<file path="config.mk">
export PLATFORM = sky130hd
export DESIGN_NAME = wb_port_scheduler
export DESIGN_NICKNAME = d
export VERILOG_FILES = /design/src/rtl/wb_port_scheduler.sv
export SDC_FILE = /design/constraint.sdc
export NUM_CORES = 2
export LEC_CHECK = 0
export CORE_MARGIN = 1
export CORE_UTILIZATION = 55
export DETAILED_ROUTE_END_ITERATION = 10
export HOLD_SLACK_MARGIN = 0.15
export PLACE_DENSITY = 0.76
export SYNTH_ARGS = -nofsm -noshare
export SYNTH_HDL_FRONTEND = slang
export SYNTH_SLANG_ARGS = --single-unit
</file>
<file path="constraint.sdc">
create_clock -name clk -period 18.63 [get_ports clk]
set_input_delay 3.726 -clock clk [delete_from_list [all_inputs] [get_ports clk]]
set_output_delay 3.726 -clock clk [all_outputs]
set_load 0.005 [all_outputs]
</file>
<file path="src/rtl/wb_port_scheduler.sv">
// wb_port_scheduler: per-lane result FIFOs feeding NUM_PORTS register-file write ports
// through a rotating-priority, write-after-write-safe multi-issue scheduler.
module wb_port_scheduler #(
    parameter int NUM_LANES  = 4,
    parameter int NUM_PORTS  = 3,
    parameter int REG_PTR_W  = 5,
    parameter int DATA_W     = 64,
    parameter int FIFO_DEPTH = 4
) (
    input  logic                           clk,
    input  logic                           reset,
    input  logic [NUM_LANES-1:0]           lane_vld,
    input  logic [NUM_LANES*REG_PTR_W-1:0] lane_ptr,
    input  logic [NUM_LANES*DATA_W-1:0]    lane_data,
    output logic [NUM_LANES-1:0]           lane_rdy,
    output logic [NUM_PORTS-1:0]           port_vld,
    output logic [NUM_PORTS*REG_PTR_W-1:0] port_ptr,
    output logic [NUM_PORTS*DATA_W-1:0]    port_data,
    input  logic [NUM_PORTS-1:0]           port_grant,
    output logic                           wb_busy
);
    localparam int AW = $clog2(FIFO_DEPTH);
    localparam int LW = NUM_LANES > 1 ? $clog2(NUM_LANES) : 1;

    logic [REG_PTR_W-1:0] mem_ptr  [NUM_LANES][FIFO_DEPTH];
    logic [DATA_W-1:0]    mem_data [NUM_LANES][FIFO_DEPTH];
    logic [AW:0]          wr_q [NUM_LANES];
    logic [AW:0]          wr_d [NUM_LANES];
    logic [AW:0]          rd_q [NUM_LANES];
    logic [AW:0]          rd_d [NUM_LANES];
    logic [NUM_LANES-1:0] empty, full, push, pop;
    logic [REG_PTR_W-1:0] head_ptr  [NUM_LANES];
    logic [DATA_W-1:0]    head_data [NUM_LANES];
    logic [NUM_PORTS-1:0] port_vld_q, port_vld_d, taken;
    logic [REG_PTR_W-1:0] port_ptr_q  [NUM_PORTS];
    logic [REG_PTR_W-1:0] port_ptr_d  [NUM_PORTS];
    logic [DATA_W-1:0]    port_data_q [NUM_PORTS];
    logic [DATA_W-1:0]    port_data_d [NUM_PORTS];
    logic [LW-1:0]        rr_q, rr_d;
    logic                 ok, got;

    always_comb begin
        for (int i = 0; i < NUM_LANES; i++) begin
            empty[i]     = wr_q[i] == rd_q[i];
            full[i]      = wr_q[i][AW-1:0] == rd_q[i][AW-1:0] && wr_q[i][AW] != rd_q[i][AW];
            push[i]      = lane_vld[i] && !full[i];
            head_ptr[i]  = mem_ptr[i][rd_q[i][AW-1:0]];
            head_data[i] = mem_data[i][rd_q[i][AW-1:0]];
        end
    end

    // Rotated walk: pass 0 covers lanes rr..N-1, pass 1 covers lanes 0..rr-1.
    always_comb begin
        pop         = '0;
        taken       = '0;
        rr_d        = rr_q;
        port_vld_d  = port_vld_q & ~port_grant;
        port_ptr_d  = port_ptr_q;
        port_data_d = port_data_q;
        ok          = 1'b0;
        got         = 1'b0;
        for (int r = 0; r < 2; r++) begin
            for (int l = 0; l < NUM_LANES; l++) begin
                ok = !empty[l] && ((r == 0) == (l >= int'(rr_q)));
                for (int p = 0; p < NUM_PORTS; p++)
                    if (port_vld_q[p] && !port_grant[p] && port_ptr_q[p] == head_ptr[l]) ok = 1'b0;
                for (int j = 0; j < NUM_LANES; j++)
                    if (pop[j] && head_ptr[j] == head_ptr[l]) ok = 1'b0;
                got = 1'b0;
                for (int p = 0; p < NUM_PORTS; p++) begin
                    if (ok && !got && (!port_vld_q[p] || port_grant[p]) && !taken[p]) begin
                        got            = 1'b1;
                        taken[p]       = 1'b1;
                        port_vld_d[p]  = 1'b1;
                        port_ptr_d[p]  = head_ptr[l];
                        port_data_d[p] = head_data[l];
                    end
                end
                if (got) begin
                    pop[l] = 1'b1;
                    rr_d   = LW'((l + 1) % NUM_LANES);
                end
            end
        end
    end

    always_comb begin
        for (int i = 0; i < NUM_LANES; i++) begin
            wr_d[i] = wr_q[i] + {{AW{1'b0}}, push[i]};
            rd_d[i] = rd_q[i] + {{AW{1'b0}}, pop[i]};
        end
    end

    always_ff @(posedge clk or posedge reset) begin
        if (reset) begin
            port_vld_q  <= '0;
            port_ptr_q  <= '{default: '0};
            port_data_q <= '{default: '0};
            rr_q        <= '0;
            wr_q        <= '{default: '0};
            rd_q        <= '{default: '0};
        end else begin
            port_vld_q  <= port_vld_d;
            port_ptr_q  <= port_ptr_d;
            port_data_q <= port_data_d;
            rr_q        <= rr_d;
            wr_q        <= wr_d;
            rd_q        <= rd_d;
        end
    end

    always_ff @(posedge clk) begin
        for (int i = 0; i < NUM_LANES; i++) begin
            if (push[i]) begin
                mem_ptr[i][wr_q[i][AW-1:0]]  <= lane_ptr[i*REG_PTR_W +: REG_PTR_W];
                mem_data[i][wr_q[i][AW-1:0]] <= lane_data[i*DATA_W +: DATA_W];
            end
        end
    end

    for (genvar g = 0; g < NUM_PORTS; g++) begin : g_port
        assign port_ptr[g*REG_PTR_W +: REG_PTR_W] = port_ptr_q[g];
        assign port_data[g*DATA_W +: DATA_W]      = port_data_q[g];
    end

    assign port_vld = port_vld_q;
    assign lane_rdy = ~full;
    assign wb_busy  = |port_vld_q || !(&empty);
endmodule
</file>
==> flow_metrics.tcl <==
set metrics [dict create \
    crit_path_end_kind "flip-flop" \
    timing.hold.ws_ps 484.8 \
    drtPass1Iterations 10 \
    crit_buf_inv 2 \
    gr-usage-all-layers_pct 34.30 \
    wl_met1_mm 70.64 \
    synth.top_cell.area_share_pct 54.74 \
    total_power_mw 14.97 \
    clockBufferDepth 3 \
    r2r.worst_path.cells 16 \
    core_area_mm2 0.1090 \
    via_per_inst 6.668 \
    yosysSeqAreaShare_pct 64.49 \
    cp.arrival_ps 10620 \
    wl_mm 190.1 \
    netlist_instances 3964 \
    drc 0 \
    clkLatencyLatePin_ps 770 \
    root_buffer "clkbuf_16" \
    drtIter0Drc 5463 \
    hold_end "rd_q[11]" \
    grt_pass1_wl_mm 273.6 \
    p_leak_nw 26.57 \
    power.internal_mw 8.862 \
    synth.distinct_cells 70 \
    min_period_ps 9966 \
    fp.dieW_um 333.8 \
    numCtsBuffers 140 \
    grt_max_degree 140 \
    dieHeight_um 333.8 \
    die_area_mm2 0.1114 \
    cts_tree "built" \
    rr_startpoint "rd_q[6]" \
    p_comb_share_pct 49.3 \
    wl_per_cell_um 32.00 \
    critical_path_class "in2reg" \
    netlist_top_cells_area "edfxtp_1 55%, mux4_2 10%, dfrtp_1 9.8%" \
    setup_violations 0 \
    worstHoldPathType "reg2reg" \
    ys_async_sr_fraction_pct 17.61 \
    n_fill_cell 7606 \
    swShare_pct 40.78 \
    cts_resized 0 \
    path_clk_slew_ps 60 \
    post_cts_buffers 0 \
    worstSetupPathDepth 15 \
    slew_headroom_pct 13.52 \
    syn_area_mm2 0.06056 \
    yosys.area.top_type "edfxtp_1" \
    peakVddDrop_mv 0.2054 \
    slew_viol_final 0 \
    grt_pass1_vias 39330 \
    switchingPower_mw 6.103 \
    start_util_pct 55.56 \
    status "finished clean" \
    synth-edff-count 1104 \
    highest_layer "met5" \
    syn2layout_area_growth_pct 18.35 \
    fin_tns_setup_ps 0 \
    cp_slowest_cell "buf_4" \
    synth_commonest_cells "1104 x edfxtp_1, 407 x mux2i_1, 306 x nand2_1" \
    timing.rr.end "port_data[167]" \
    io_pins 500 \
    synth_most_common_cell "edfxtp_1" \
    start_kind "input pin" \
    wl_met2_mm 89.33 \
    cp_top_family "compound AO/OA/AOI/OAI gates" \
    drive_gt1_share_pct 15.59 \
    std_cell_rows 121 \
    cts.sinks 1340 \
    io_buffers 499 \
    ys_warn_count 0 \
    gp_congestion 0.8885 \
    crit_path_max_incr_delay_ps 870 \
    layout.nets 4671 \
    vias 39610 \
    fin_skew_ps 26.11 \
    finalHoldViolCount 0 \
    ys.flop_type "edfxtp_1" \
    maxCapViolCount 0 \
    p_clk_share_pct 19.0 \
    whs_path_depth 1 \
    grt-ovfl-total 0 \
    fmax_ghz 0.1003 \
    worstHoldStart "rd_q[11]" \
    ctsHoldBuffers 0 \
    synth-seq-cells 1340 \
    worstPathCellList "clkdlybuf4s50_1 -> nor2b_1 -> nand2_1 -> o22ai_2 -> or3_1 -> o31ai_1 -> a21oi_1 -> o2111ai_1 -> a2bb2oi_2 -> a211o_1 -> a311o_1 -> o211ai_1 -> or3b_4 -> buf_4 -> mux2i_1" \
    power.density_mw_per_mm2 208.8 \
    period_share_pct 53.50 \
    finish.utilization_pct 65.76 \
    syn-num-nets 4265 \
    syn-mean-instance-area_um2 15.28 \
    seq_power_share_pct 31.7 \
    dp_hpwl_mm 117.3 \
    antenna_found_initial 69 \
    rsz0062_at_grt "no" \
    r2r_setup_slack_ps 9790 \
    cp.required_ps 19280 \
    tightest_slew_ps 1297 \
    htreeDepth 4 \
    crit_fanout 48 \
    dr_wl_met3_mm 22.05 \
    final_antenna_net_count 0 \
]
[flip-flops by register name, indices dropped and copies added, names as in the netlist]
name / cells
port_ptr: 15
mem_ptr: 80
port_data: 192
rd_q: 12
wr_q: 12
mem_data: 1024
rr_q: 2
port_vld: 3
[worst max path at each step]
stage | start | to | slack (ps)
after floorplan | reset | port_data[0] | 8430
after global placement | port_grant[0] | port_data[177] | 8100
after detailed placement | port_grant[0] | port_data[173] | 8140
after CTS | port_grant[0] | port_data[173] | 8900
after global routing | port_grant[0] | port_data[167] | 8380
final | port_grant[0] | port_data[167] | 8660
[per-stage QoR]
step | cells | instance area, um^2 | setup WS [ps]
2_1_floorplan | 3964 | 60560 | 8429
3_3_place_gp | 5642 | 66850 | 8099
3_5_place_dp | 5642 | 66850 | 8141
4_1_cts | 5904 | 71590 | 8898
5_1_grt | 5934 | 71660 | 8381
6_report | 5940 | 71680 | 8664
[worst register-to-register path, delay by kind of cell, from the launching register on]
family                   cells  cell delay [ps]
multiplexers                 2             1460
XOR/XNOR                     1              210
buffers and inverters        2             1730
adder cells (fa/ha/maj)      1              410
flip-flops                   1              990
AND/OR/NAND/NOR              4             1360
AO/OA/AOI/OAI                6             2570
[final cells by class]
| cell class | instances | area, um^2 | area share [%] |
|---|---|---|---|
| well taps | 1414 | 1769 | 2.468 |
| clock inverters | 70 | 820.8 | 1.145 |
| flip-flops and latches | 1340 | 39090 | 54.53 |
| clock buffers | 192 | 3911 | 5.457 |
| repair buffers | 576 | 5585 | 7.792 |
| multi-input cells | 2176 | 19890 | 27.76 |
| diodes | 36 | 90.09 | 0.1257 |
| inverters | 136 | 518.0 | 0.7227 |
[power groups by stage]
stage	Sequential, mW	Combinational (mW)	Clock [mW]
after CTS	4.74	7.26	2.87
after global routing	4.80	7.85	2.98
after detailed placement	4.79	7.21	0
after floorplan	4.51	4.97	0
final	4.74	7.38	2.84
after global placement	4.76	7.08	0
[cells in the final DEF (no fill, tap or decap), types with 12 or more instances in the layout]
master           count
clkinv_2            28
nand4_1             15
nor3_1              17
a222oi_1            60
nand2_1            303
clkbuf_8            17
clkinv_1            12
clkdlybuf4s50_1    499
o21ai_0            212
buf_4               76
diode_2             36
o211ai_1            76
xor2_1              37
a211oi_1            78
nand3_1             13
mux2_2              71
edfxtp_1          1104
ha_1                16
mux2i_1            407
a21oi_1             85
inv_1              135
clkbuf_16          142
o221ai_1            69
mux4_2             276
nor2_1             167
clkbuf_1            33
xnor2_1             75
dfrtp_1            228
a21o_1              69
[layer usage]
layer | up-vias | GRT usage, %
met4 | 62 | 16.07
met2 | 2604 | 52.88
met5 | - | 0
met1 | 20080 | 46.34
met3 | 500 | 8.251
li1 | 16370 | -
[cell families (layout without fill, tap and decap cells)]
family	count (synthesis)	after routing	synth area share, %
flip-flops	1340	1340	64.49
adder cells (fa/ha/maj)	17	17	0.3471
other	0	36	0
buffers and inverters	448	974	3.064
AND/OR/NAND/NOR	594	594	4.177
XOR/XNOR	112	112	1.620
AO/OA/AOI/OAI	699	699	7.991
multiplexers	754	754	18.31
Power figures use the tool's default switching activity.
